<file path="config.mk">
export PLATFORM = sky130hd
export DESIGN_NAME = disp_arbiter
export DESIGN_NICKNAME = d
export VERILOG_FILES = /design/src/rtl/disp_arbiter.sv
export SDC_FILE = /design/constraint.sdc
export NUM_CORES = 1
export LEC_CHECK = 0
export ABC_AREA = 1
export BUFFER_PORTS_ARGS = -buffer_cell sky130_fd_sc_hd__buf_4
export CORE_ASPECT_RATIO = 1.1
export CORE_UTILIZATION = 53
export CTS_BUF_LIST = sky130_fd_sc_hd__clkbuf_8
export CTS_CLUSTER_DIAMETER = 150
export CTS_CLUSTER_SIZE = 25
export DETAILED_ROUTE_END_ITERATION = 8
export GPL_ROUTABILITY_DRIVEN = 0
export PLACE_DENSITY_LB_ADDON = 0.25
export SKIP_LAST_GASP = 1
export SLEW_MARGIN = 5
export SYNTH_ARGS = -nofsm -noshare
export SYNTH_HDL_FRONTEND = slang
export SYNTH_SLANG_ARGS = --single-unit
</file>
<file path="constraint.sdc">
create_clock -name clk -period 3.97 [get_ports clk]
set_input_delay 0.1985 -clock clk [delete_from_list [all_inputs] [get_ports clk]]
set_output_delay 0.1985 -clock clk [all_outputs]
set_load 0.03 [all_outputs]
</file>
<file path="src/rtl/disp_arbiter.sv">
// Time-slice arbiter sharing the hex display between two data sources.
// Round-robin grant with minimum hold, optional lock and a blanked gap between owners.
module disp_arbiter #(
  parameter int DW         = 16,
  parameter int HOLD_TICKS = 4,
  parameter int GAP_TICKS  = 1
) (
  input  logic          clk,
  input  logic          rst_n,
  input  logic          tick,
  input  logic          lock,
  input  logic          req0,
  input  logic          req1,
  input  logic [DW-1:0] data0,
  input  logic [DW-1:0] data1,
  output logic          gnt0,
  output logic          gnt1,
  output logic [DW-1:0] disp_data,
  output logic          disp_blank,
  output logic          owner
);

  localparam int HW = (HOLD_TICKS < 1) ? 1 : $clog2(HOLD_TICKS + 1);
  localparam int GW = (GAP_TICKS  < 1) ? 1 : $clog2(GAP_TICKS + 1);
  localparam logic [HW-1:0] HOLD_MAX = HW'(HOLD_TICKS);
  localparam logic [GW-1:0] GAP_MAX  = GW'(GAP_TICKS);

  typedef enum logic [1:0] {IDLE, OWN0, OWN1, GAP} state_t;

  state_t        state;
  logic          rr_ptr;
  logic [HW-1:0] hold_cnt;
  logic [GW-1:0] gap_cnt;

  logic req_ptr, req_alt, pick, hold_done, gap_done;

  // Preferred requester is rr_ptr; pick is the index granted if anyone requests.
  assign req_ptr   = rr_ptr ? req1 : req0;
  assign req_alt   = rr_ptr ? req0 : req1;
  assign pick      = req_ptr ? rr_ptr : ~rr_ptr;
  assign hold_done = (hold_cnt == HOLD_MAX);
  assign gap_done  = (GAP_TICKS == 0) || (gap_cnt == GAP_MAX);

  always_ff @(posedge clk) begin
    if (!rst_n) begin
      state      <= IDLE;
      gnt0       <= 1'b0;
      gnt1       <= 1'b0;
      owner      <= 1'b0;
      rr_ptr     <= 1'b0;
      hold_cnt   <= '0;
      gap_cnt    <= '0;
      disp_data  <= '0;
      disp_blank <= 1'b1;
    end else begin
      disp_blank <= !(state == OWN0 || state == OWN1);
      unique case (state)
        OWN0: begin
          disp_data <= data0;
          if (!req0 || (hold_done && req1 && !lock)) begin
            state   <= GAP;
            gnt0    <= 1'b0;
            gap_cnt <= '0;
          end else if (tick && !hold_done) begin
            hold_cnt <= hold_cnt + 1'b1;
          end
        end
        OWN1: begin
          disp_data <= data1;
          if (!req1 || (hold_done && req0 && !lock)) begin
            state   <= GAP;
            gnt1    <= 1'b0;
            gap_cnt <= '0;
          end else if (tick && !hold_done) begin
            hold_cnt <= hold_cnt + 1'b1;
          end
        end
        IDLE, GAP: begin
          if (state == GAP && !gap_done) begin
            if (tick) gap_cnt <= gap_cnt + 1'b1;
          end else if (req_ptr || req_alt) begin
            state    <= pick ? OWN1 : OWN0;
            gnt0     <= ~pick;
            gnt1     <= pick;
            owner    <= pick;
            rr_ptr   <= ~pick;
            hold_cnt <= '0;
          end else begin
            state <= IDLE;
          end
        end
        default: state <= IDLE;
      endcase
    end
  end

endmodule
</file>
==> results of run 1 <==
## final cells by class
cell class                 instances  area [um2]
multi-input combinational        135         708
fill                             210         662
sequential                        27         541
timing repair buffer              57         428
inverter                          19        72.6
clock buffer                       3        41.3
tap                               31        38.8
clock inverter                     1        5.00
## cells by family (layout without fill, tap and decap cells)
family                   count (synthesis)  in the layout  share of synthesized area (%)
AND/OR/NAND/NOR                         85             85                           29.0
buffers and inverters                   28             80                           10.0
XOR/XNOR                                 1              1                          0.631
AO/OA/AOI/OAI                           44             44                           16.9
adder cells (fa/ha/maj)                  5              5                           4.51
flip-flops                              27             27                           39.0
## worst max-delay path, cell delays in order (launching register included)
cell and delay, ps:
dfxtp_1 390, inv_1 60, ha_1 900, nand3_1 290, nand2_4 160, nor2_4 50, nand3_2 100, nand2_1 60
a21oi_1 140
## metrics by stage
step           utilization [%]  std cells  cell area (um2)  hold slack, ps
4_1_cts                   73.5        273             1830             177
3_5_place_dp              71.6        269             1790             455
3_3_place_gp              71.6        269             1790             447
6_report                  73.5        273             1830             177
2_1_floorplan                -        190             1390             354
5_1_grt                   73.5        273             1830             176
## state kept, by name (all words and copies together) (netlist names)
| name | flops |
|---|---|
| disp_data | 16 |
| hold_cnt | 3 |
| state | 2 |
| disp_blank | 1 |
| gap_cnt | 1 |
| gnt0 | 1 |
| gnt1 | 1 |
| owner | 1 |
| rr_ptr | 1 |
## layer usage
metal | up-vias | wire length (um)
met5 | - | 0
met4 | 0 | 16
met1 | 609 | 1450
li1 | 729 | -
met3 | 2 | 169
met2 | 40 | 1460
## Yosys cell counts, types with 2 or more instances
| cell type | count |
|---|---|
| a21oi_1 | 8 |
| buf_2 | 3 |
| buf_6 | 2 |
| clkbuf_1 | 2 |
| dfxtp_1 | 27 |
| ha_1 | 5 |
| inv_1 | 16 |
| inv_2 | 2 |
| nand2_1 | 27 |
| nand2_2 | 2 |
| nand3_1 | 22 |
| nand3_2 | 3 |
| nand4_1 | 3 |
| nor2_1 | 24 |
| nor2_4 | 2 |
| o211ai_1 | 2 |
| o21ai_0 | 25 |
| o21ai_1 | 6 |
## report_power, final
part / internal (mW) / switching, mW
Combinational: 0.344 / 0.640
Clock: 0.0702 / 0.0836
Sequential: 0.404 / 0.0701
## path summary, 6_finish.rpt
check / start / end / slack, ps / cells after the start
min reg2reg: owner$_SDFFE_PN0P_ / owner$_SDFFE_PN0P_ / 470 / 2
min: data1[7] / disp_data[7]$_SDFFE_PN0N_ / 180 / 3
max: state[0]$_SDFFE_PN0P_ / hold_cnt[2]$_SDFFE_PN0P_ / 1750 / 8
max reg2reg: state[0]$_SDFFE_PN0P_ / hold_cnt[2]$_SDFFE_PN0P_ / 1750 / 8
==> parameters.txt, run 1 <==
Parameter                              Value

Cells and area
  Commonest cells after routing, fill and taps aside ... buf_4, nand2_1, dfxtp_1
  Antenna fix cells ... 0
  Most common cell after layout, fill and taps aside ... buf_4
  Nets ... 286
  Synth-to-layout area growth ... 32.2%
  Share of cells above drive strength 1 ... 30.2%

Global route
  Via count of the first global-routing pass ... 1279
  Pin count of the biggest net entering global routing ... 30
  All-Layer GR Usage ... 23.4%
  Global routing met1 resource utilization ... 28.8%
  Initial antenna violation count ... 0
  Final global-route overflow total ... 0
  Met3 track demand over resource ... 4.92%
  First-pass GRT wire length ... 5230 um
  Global Route met2 Usage ... 40.0%
  Grt peak-use layer ... met2

Synth
  Number of flops mapped to enable cells by yosys ... 0
  Synth area leaders ... dfxtp_1, o21ai_0, nand3_1, nand2_1, nor2_1
  Yosys top cell by area ... dfxtp_1
  Number of warnings printed during yosys synthesis ... 0
  Syn nets ... 233
  Sequential area share after synthesis ... 39.0%
  Register bit count reported by yosys ... 27
  Synth top area share ... 39.0%
  Fraction of registers with async set/reset ... 0%
  Netlist area before placement ... 0.00139 mm2
  Gate count after technology mapping ... 190
  Top_reg_cell synth ... dfxtp_1
  Avg Cell Area, Syn ... 7.30 um2
  Count of distinct cell types in the synthesized netlist ... 27

Critical path
  Required time at the endpoint of the critical path ... 4170 ps
  Max FO, Critical Path ... 29
  Setup crit end kind ... register
  Arr. time, crit path ... 2430 ps
  Critical path launch point type ... register
  Worst setup path class ... register to register

Power and ir drop
  Areal power density over the cells ... 879 mW/mm2
  Leakage ... 0.868 nW
  Worst supply voltage drop on vdd ... 813 uV
  Overall power of the completed layout ... 1.61 mW

Timing
  Setup repair after global routing missed its margin ... false
  Slew headroom ... 38.3%
  Post-route clock period utilization ... 56.0%
  Final Hold Vio Count ... 0
  Final WS setup ... 1750 ps
  Setup Skew ... 7.80 ps
  Final critical delay including setup and external delays ... 2220 ps
  Peak Freq ... 0.449 GHz
  Setup TNS ... 0 ps
  Measured slew at the worst slew-check pin ... 925 ps
  Final setup violation count ... 0
  Count of final max-slew check failures ... 0

Die
  Site Rows ... 19
  Die W ... 50.8 um
  Die Area ... 0.00283 mm2
  Placeable core region ... 0.00250 mm2
  Effective utilization at floorplan ... 55.6%
  Floorplan die height ... 55.7 um
  Count of pins on the block boundary ... 58

CTS
  Clock sinks ... 27
  Post-CTS Repair Setup Buffers ... 0
  Maximum clock insertion buffer count ... 2
  Count of hold-fix buffers inserted at cts ... 0
  Number of gates resized after CTS ... 0
  Num CTS Buffers ... 3
  Clock insertion delay at the later pin of the skew report ... 270 ps
  H-tree levels ... 1
  Clock-pin slew on the worst setup and hold paths ... 90 ps
  CTS tree ... done
  Clock root buffer ... clkbuf_8

Worst hold path
  Class of the tightest hold or removal check ... primary input to register

Flow run
  Max-cap violations ... 0

Placement
  Port Buf Inserts ... 57
  Pre-CTS setup slack ... 1790 ps
  Post-DP HPWL ... 2240 um

Route
  Wirelength, routed ... 3090 um
  1st-pass router iterations ... 4
  Average vias per placed instance ... 5.05
  Total DRC errors in the routed layout ... 0
  Drt first-iter violations ... 36
  Routed Antenna Nets ... 0
  Average routed wire per standard cell ... 11.3 um
  Via total after detailed routing ... 1380

Outcome
  Status ... finished, final reports clean
Note: power is estimated with default switching activity, not from simulation.
==> run 2: changes to the inputs <==
--- a/config.mk
+++ b/config.mk
@@ -8,7 +8,7 @@
 export ABC_AREA = 1
 export BUFFER_PORTS_ARGS = -buffer_cell sky130_fd_sc_hd__buf_4
 export CORE_ASPECT_RATIO = 1.1
-export CORE_UTILIZATION = 53
+export CORE_UTILIZATION = 44
 export CTS_BUF_LIST = sky130_fd_sc_hd__clkbuf_8
 export CTS_CLUSTER_DIAMETER = 150
 export CTS_CLUSTER_SIZE = 25
==> constraint.sdc (replaced) <==
create_clock -name clk -period 1.9 [get_ports clk]
set_input_delay 0.095 -clock clk [delete_from_list [all_inputs] [get_ports clk]]
set_output_delay 0.095 -clock clk [all_outputs]
set_load 0.03 [all_outputs]
==> run 2 against run 1 <==
Power up 120%. Die area rose by 20%. Global-route usage down 3.4 points. Clock skew fell by 1.7 ps. Critical path depth down 2. Largest cell class unchanged.
==> parameters.txt, run 2 (synthesis results as in run 1) <==
Parameter                              Value

Outcome
  Status ... finished, final reports clean

Route
  Drt first-iter violations ... 35 (-2.8%)
  Wirelength, routed ... 3290 um (+6.2%)
  Average vias per placed instance ... 5.09 (+0.75%)
  1st-pass router iterations ... 4 (unchanged)
  Total DRC errors in the routed layout ... 0 (unchanged)
  Routed Antenna Nets ... 0 (unchanged)
  Average routed wire per standard cell ... 11.7 um (+3.6%)
  Via total after detailed routing ... 1426 (+3.3%)

Critical path
  Setup crit end kind ... register
  Critical path launch point type ... register
  Worst path most repeated cell ... o21ai_0
  Arr. time, crit path ... 1930 ps (-500 ps)
  Reg-to-reg critical path endpoint ... disp_data[9]$_SDFFE_PN0N_
  Setup slack, reg-to-reg ... 170 ps (-1570 ps)
  Worst-path cell with the longest stage delay ... ha_1
  Worst R2R Start ... state[0]$_SDFFE_PN0P_
  Critical Path, Cell by Cell ... inv_1 > ha_1 > buf_4 > nor2_4 > o21ai_0 > o21ai_0
  Required time at the endpoint of the critical path ... 2100 ps (-2070 ps)
  Slowest stage delay, CP ... 410 ps (-490 ps)
  Logic depth of the worst register-to-register path ... 6 (-2)
  Max FO, Critical Path ... 17 (-41%)
  Category of cells accounting for the largest share of critical-path delay ... adder cells
  Worst setup path class ... register to register
  Buf+Inv Stages, Crit Path ... 2 (+1)

Placement
  Area of placed instances ... 0.00182 mm2 (+1.9%)
  Post-DP HPWL ... 2440 um (+9.1%)
  Port Buf Inserts ... 57 (unchanged)

Timing
  Final Hold Vio Count ... 0 (unchanged)
  Final setup violation count ... 0 (unchanged)
  Setup Skew ... 6.14 ps (-1.66 ps)
  Final critical delay including setup and external delays ... 1730 ps (-497 ps)
  Slew headroom ... 65.4% (+27 points)
  Post-route clock period utilization ... 90.9% (+35 points)
  Hold slack ... 64.4 ps (-113 ps)
  Setup TNS ... 0 ps (unchanged)
  Setup repair after global routing missed its margin ... false
  Measured slew at the worst slew-check pin ... 518 ps (-407 ps)
  Count of final max-slew check failures ... 0 (unchanged)
  Peak Freq ... 0.579 GHz (+29%)

Cells and area
  Share of cells above drive strength 1 ... 31.3% (+1.1 points)
  Total of fill cells in the finished design ... 301 (+43%)
  Largest registers ... disp_data (16), hold_cnt (3), state (2)
  Antenna fix cells ... 0 (unchanged)
  Footprint of the flip-flops and latches ... 541 um2 (unchanged)
  Synth-to-layout area growth ... 34.8%
  Number of flip-flops under the largest register name ... 16 (unchanged)
  Most common cell after layout, fill and taps aside ... buf_4
  Total area of multi-input combinational cells ... 708 um2 (unchanged)
  Largest reg by FF count ... disp_data
  Commonest cells after routing, fill and taps aside ... buf_4, nand2_1, dfxtp_1
  Final non-filler cell area ... 0.00187 mm2 (+2.0%)
  Nets ... 290 (+1.4%)

CTS
  Clock insertion delay at the later pin of the skew report ... 270 ps (about the same)
  Number of gates resized after CTS ... 0 (unchanged)
  Post-CTS Repair Setup Buffers ... 0 (unchanged)
  Num CTS Buffers ... 3 (unchanged)
  Maximum clock insertion buffer count ... 2 (unchanged)
  Clock sinks ... 27 (unchanged)
  Clock root buffer ... clkbuf_8
  Count of hold-fix buffers inserted at cts ... 0 (unchanged)
  CTS tree ... done
  H-tree levels ... 1 (unchanged)
  Clock-pin slew on the worst setup and hold paths ... 100 ps (about the same)

Die
  Effective utilization at floorplan ... 45.9% (-9.7 points)
  Floorplan die height ... 60.9 um (+9.4%)
  Placeable core region ... 0.00302 mm2 (+21%)
  Site Rows ... 21 (+2)
  Die W ... 55.5 um (+9.4%)
  Count of pins on the block boundary ... 58 (unchanged)
  Die Area ... 0.00338 mm2 (+20%)

Power and ir drop
  Areal power density over the cells ... 1880 mW/mm2 (+110%)
  Worst supply voltage drop on vdd ... 1150 uV (+41%)
  Leakage ... 0.884 nW (+1.8%)

Worst hold path
  HP Start ... data0[4]
  Capture endpoint of the worst hold path ... disp_data[4]$_SDFFE_PN0N_
  Worst Hold Depth ... 3 (unchanged)
  Class of the tightest hold or removal check ... primary input to register

Flow run
  Max-cap violations ... 0 (unchanged)

Global route
  Initial antenna violation count ... 0 (unchanged)
  Via count of the first global-routing pass ... 1231 (-3.8%)
  Pin count of the biggest net entering global routing ... 21 (-30%)
  Final global-route overflow total ... 0 (unchanged)
  All-Layer GR Usage ... 20.0% (-3.4 points)
  First-pass GRT wire length ... 5400 um (+3.2%)
## run 2: changes by cell type in the layout (fill, tap and decap cells not counted)
cell,before,now
clkinv_2,2,1
buf_4,57,61
clkinvlp_4,0,1
## run 2: worst register-to-register path, cell delays in order (launching register included)
cell,delay (ps)
dfxtp_1,390
inv_1,60
ha_1,410
buf_4,200
nor2_4,290
o21ai_0,150
o21ai_0,150
## run 2: stage by stage
stage	cells	power [mW]	utilization (%)	setup slack (ps)
finish	280	3.52	61.9	172
CTS	280	3.53	61.9	144
floorplan	190	2.53	-	453
detailed placement	276	3.19	60.3	155
global route	280	3.81	61.9	18.2
global placement	276	3.16	60.3	242
## run 2: layout make-up
type	instances	area share, %
Clock buffer	3	2.21
Clock inverter	1	0.401
Inverter	19	3.88
Multi-Input combinational cell	135	37.9
Sequential cell	27	28.9
Tap cell	34	2.27
Timing Repair Buffer	61	24.5
## run 2: worst max-delay path by stage
stage / from / cells past startpoint / slack, ps / end
after floorplan: state[0]$_SDFFE_PN0P_ / 9 / 450 / hold_cnt[0]$_SDFFE_PN0P_
after global placement: state[0]$_SDFFE_PN0P_ / 6 / 240 / disp_data[15]$_SDFFE_PN0N_
after detailed placement: state[0]$_SDFFE_PN0P_ / 6 / 150 / disp_data[15]$_SDFFE_PN0N_
after CTS: state[0]$_SDFFE_PN0P_ / 6 / 140 / disp_data[15]$_SDFFE_PN0N_
after global routing: state[0]$_SDFFE_PN0P_ / 6 / 20 / disp_data[10]$_SDFFE_PN0N_
final: state[0]$_SDFFE_PN0P_ / 6 / 170 / disp_data[9]$_SDFFE_PN0N_
## run 2: power breakdown
part / switching [mW] / total (mW) / leakage (nW) / internal (mW)
clock: 0.183 / 0.332 / 0.0217 / 0.149
combinational: 1.39 / 2.20 / 0.639 / 0.806
sequential: 0.150 / 0.994 / 0.223 / 0.843
## run 2: per-layer routing
metal | GRT usage (%) | share of wire, % | routed length [um]
met2 | 34.4 | 47 | 1560
met3 | 3.84 | 5.1 | 168
met5 | 0 | 0 | 0
met1 | 25.8 | 47 | 1530
met4 | 6.79 | 0.94 | 31
==> run 3: changes to the inputs <==
--- a/config.mk
+++ b/config.mk
@@ -5,9 +5,9 @@
 export SDC_FILE = /design/constraint.sdc
 export NUM_CORES = 1
 export LEC_CHECK = 0
-export ABC_AREA = 1
 export BUFFER_PORTS_ARGS = -buffer_cell sky130_fd_sc_hd__buf_4
 export CORE_ASPECT_RATIO = 1.1
+export CORE_MARGIN = 1.5
 export CORE_UTILIZATION = 44
 export CTS_BUF_LIST = sky130_fd_sc_hd__clkbuf_8
 export CTS_CLUSTER_DIAMETER = 150
==> run 3 against run 2 <==
Largest power group unchanged. Area after synthesis is 0.18% lower. Critical endpoint is now hold_cnt[2]$_SDFFE_PN0P_. Count of clock-buffer cells in the layout stayed put. Synthesized cell count is 23% lower. Die area rose by 3.3%. Sequential power down 11%. Fmax rose by 0.41%. First-iteration DRC count rose by 23%.
==> parameters.txt, run 3 <==
Parameter                              Value

Outcome
  Status ... finished, final reports clean

Global route
  All-Layer GR Usage ... 18.4% (-1.7 points)
  First-pass GRT wire length ... 5130 um (-4.9%)
  Pin count of the biggest net entering global routing ... 32 (+52%)
  Via count of the first global-routing pass ... 1264 (+2.7%)
  Final global-route overflow total ... 0 (unchanged)
  Initial antenna violation count ... 0 (unchanged)

CTS
  Count of hold-fix buffers inserted at cts ... 0 (unchanged)
  Clock root buffer ... clkbuf_8
  Post-CTS Repair Setup Buffers ... 0 (unchanged)
  Maximum clock insertion buffer count ... 2 (unchanged)
  Clock-pin slew on the worst setup and hold paths ... 100 ps (about the same)
  Number of gates resized after CTS ... 0 (unchanged)
  H-tree levels ... 1 (unchanged)
  Clock sinks ... 27 (unchanged)
  CTS tree ... done
  Num CTS Buffers ... 3 (unchanged)
  Clock insertion delay at the later pin of the skew report ... 270 ps (about the same)

Die
  Site Rows ... 21 (unchanged)
  Floorplan die height ... 61.8 um (+1.6%)
  Count of pins on the block boundary ... 58 (unchanged)
  Placeable core region ... 0.00302 mm2 (unchanged)
  Die Area ... 0.00349 mm2 (+3.3%)
  Effective utilization at floorplan ... 45.8% (-0.083 points)
  Die W ... 56.5 um (+1.7%)

Synth
  Sequential area share after synthesis ... 39.0% (+0.070 points)
  Number of flops mapped to enable cells by yosys ... 0 (unchanged)
  Gate count after technology mapping ... 147 (-23%)
  Avg Cell Area, Syn ... 9.42 um2 (+29%)
  Synth area leaders ... dfxtp_1, mux2i_1, o211a_1, nand2_1, ha_1
  Synth top area share ... 39.0% (+0.070 points)
  Number of warnings printed during yosys synthesis ... 0 (unchanged)
  Netlist area before placement ... 0.00139 mm2 (-0.18%)
  Yosys top cell by area ... dfxtp_1
  Most numerous cell types in the synthesized netlist ... dfxtp_1, nand2_1, mux2i_1
  Register bit count reported by yosys ... 27 (unchanged)
  Syn nets ... 190 (-18%)
  Count of distinct cell types in the synthesized netlist ... 32 (+19%)
  Fraction of registers with async set/reset ... 0% (unchanged)
  Top_reg_cell synth ... dfxtp_1

Route
  Wirelength, routed ... 3100 um (-5.5%)
  1st-pass router iterations ... 4 (unchanged)
  Via total after detailed routing ... 1267 (-11%)
  Total DRC errors in the routed layout ... 0 (unchanged)
  Average vias per placed instance ... 5.32 (+4.5%)
  Average routed wire per standard cell ... 13.0 um (+11%)
  Routed Antenna Nets ... 0 (unchanged)
  Drt first-iter violations ... 43 (+23%)

Critical path
  Category of cells accounting for the largest share of critical-path delay ... compound AO/OA/AOI/OAI gates
  Setup crit end kind ... register
  Worst-path cell with the longest stage delay ... dfxtp_1
  Critical Path, Cell by Cell ... inv_1 > ha_1 > nand4b_1 > a21boi_0 > a2111oi_4 > o21ai_1 > a32o_1
  Critical path launch point type ... register
  Buf+Inv Stages, Crit Path ... 1 (-1)
  Slowest stage delay, CP ... 370 ps (-40 ps)
  Required time at the endpoint of the critical path ... 2070 ps (-30 ps)
  Worst setup path class ... register to register
  Max FO, Critical Path ... 3 (-14)
  Arr. time, crit path ... 1890 ps (-40 ps)

Placement
  Post-DP HPWL ... 2380 um (-2.4%)
  Port Buf Inserts ... 57 (unchanged)
  Cell Count Post-Placement ... 234 (-15%)

Cells and area
  Largest registers ... disp_data (16), hold_cnt (3), state (2)
  Share of cells above drive strength 1 ... 34.3% (+3.0 points)
  Antenna fix cells ... 0 (unchanged)
  Post-Layout Cell Count ... 238 (-15%)
  Largest reg by FF count ... disp_data
  Number of flip-flops under the largest register name ... 16 (unchanged)
  Nets ... 248 (-14%)
  Synth-to-layout area growth ... 36.5%
  Commonest cells after routing, fill and taps aside ... buf_4, nand2_1, dfxtp_1
  Final cell utilization of the core ... 62.6% (+0.66 points)
  Most common cell after layout, fill and taps aside ... buf_4

Timing
  Peak Freq ... 0.581 GHz (+0.41%)
  Post-route clock period utilization ... 90.6% (-0.37 points)
  Hold slack ... 111 ps (+46.7 ps)
  Setup Skew ... 10.1 ps (+3.95 ps)
  Setup TNS ... 0 ps (unchanged)
  Final setup violation count ... 0 (unchanged)
  Measured slew at the worst slew-check pin ... 574 ps (+56.2 ps)
  Setup repair after global routing missed its margin ... false
  Slew headroom ... 61.3% (-4.1 points)
  Final critical delay including setup and external delays ... 1720 ps (-6.98 ps)
  Final Hold Vio Count ... 0 (unchanged)
  Count of final max-slew check failures ... 0 (unchanged)

Power and ir drop
  Leakage ... 0.951 nW (+7.6%)
  Areal power density over the cells ... 1540 mW/mm2 (-18%)
  Worst supply voltage drop on vdd ... 1020 uV (-11%)
  Overall power of the completed layout ... 2.91 mW (-17%)

Worst hold path
  Class of the tightest hold or removal check ... primary input to register

Flow run
  Max-cap violations ... 0 (unchanged)
-- run 3: cell types whose count changed in the layout (fill, tap and decap cells not counted), moves of 5 or more --
cell	previous run	this run
o211a_1	0	16
o21ai_1	6	1
nor2_1	24	3
mux2i_1	0	17
a21oi_1	8	3
nand3_1	22	3
inv_1	16	5
o21ai_0	25	6
-- run 3: final cells by class --
cell class	instances	area [um2]
clock buffer	3	41.3
fill	273	1130
clock inverter	1	5.00
multi-input combinational	105	773
timing repair buffer	62	465
tap	34	42.5
sequential	27	541
inverter	6	22.5
-- run 3: routing by layer --
layer / global-route usage (%) / wire length, um
met5: 0 / 0
met4: 5.44 / 19
met3: 3.93 / 186
met2: 35.9 / 1630
met1: 20.3 / 1270
-- run 3: worst reg2reg max path, delay by kind of cell, from the launching register on --
family	cells	cell delay, ps
buffers and inverters	1	70
AND/OR/NAND/NOR	1	120
AO/OA/AOI/OAI	4	840
adder cells (fa/ha/maj)	1	230
flip-flops	1	370
-- run 3: report_power, final --
part	switching (mW)	internal [mW]
logic	0.981	0.727
registers	0.114	0.766
clock network	0.175	0.147
total	1.27	1.64
-- run 3: cells by family (layout without fill, tap and decap cells) --
group,after synthesis,in the layout,share of synthesized area [%]
buffers and inverters,15,72,5.15
flip-flops,27,27,39.0
AND/OR/NAND/NOR,44,44,14.8
adder cells (fa/ha/maj),5,5,4.52
AO/OA/AOI/OAI,38,38,23.4
multiplexers,18,18,13.1
-- run 3: worst paths after layout --
| kind | start | end | slack [ps] | cells after the start |
|---|---|---|---|---|
| setup / recovery | hold_cnt[0]$_SDFFE_PN0P_ | hold_cnt[2]$_SDFFE_PN0P_ | 180 | 7 |
| hold reg to reg | gnt1$_SDFFE_PN0P_ | gnt1$_SDFFE_PN0P_ | 470 | 2 |
| hold / removal | tick | gap_cnt$_SDFFE_PN0P_ | 110 | 3 |
| setup reg to reg | hold_cnt[0]$_SDFFE_PN0P_ | hold_cnt[2]$_SDFFE_PN0P_ | 180 | 7 |
-- run 3: metrics by stage --
step / setup WS [ps] / instance area, um2
2_1_floorplan: 172 / 1390
3_3_place_gp: 279 / 1840
3_5_place_dp: 181 / 1840
4_1_cts: 159 / 1890
5_1_grt: 26.0 / 1890
6_report: 179 / 1890
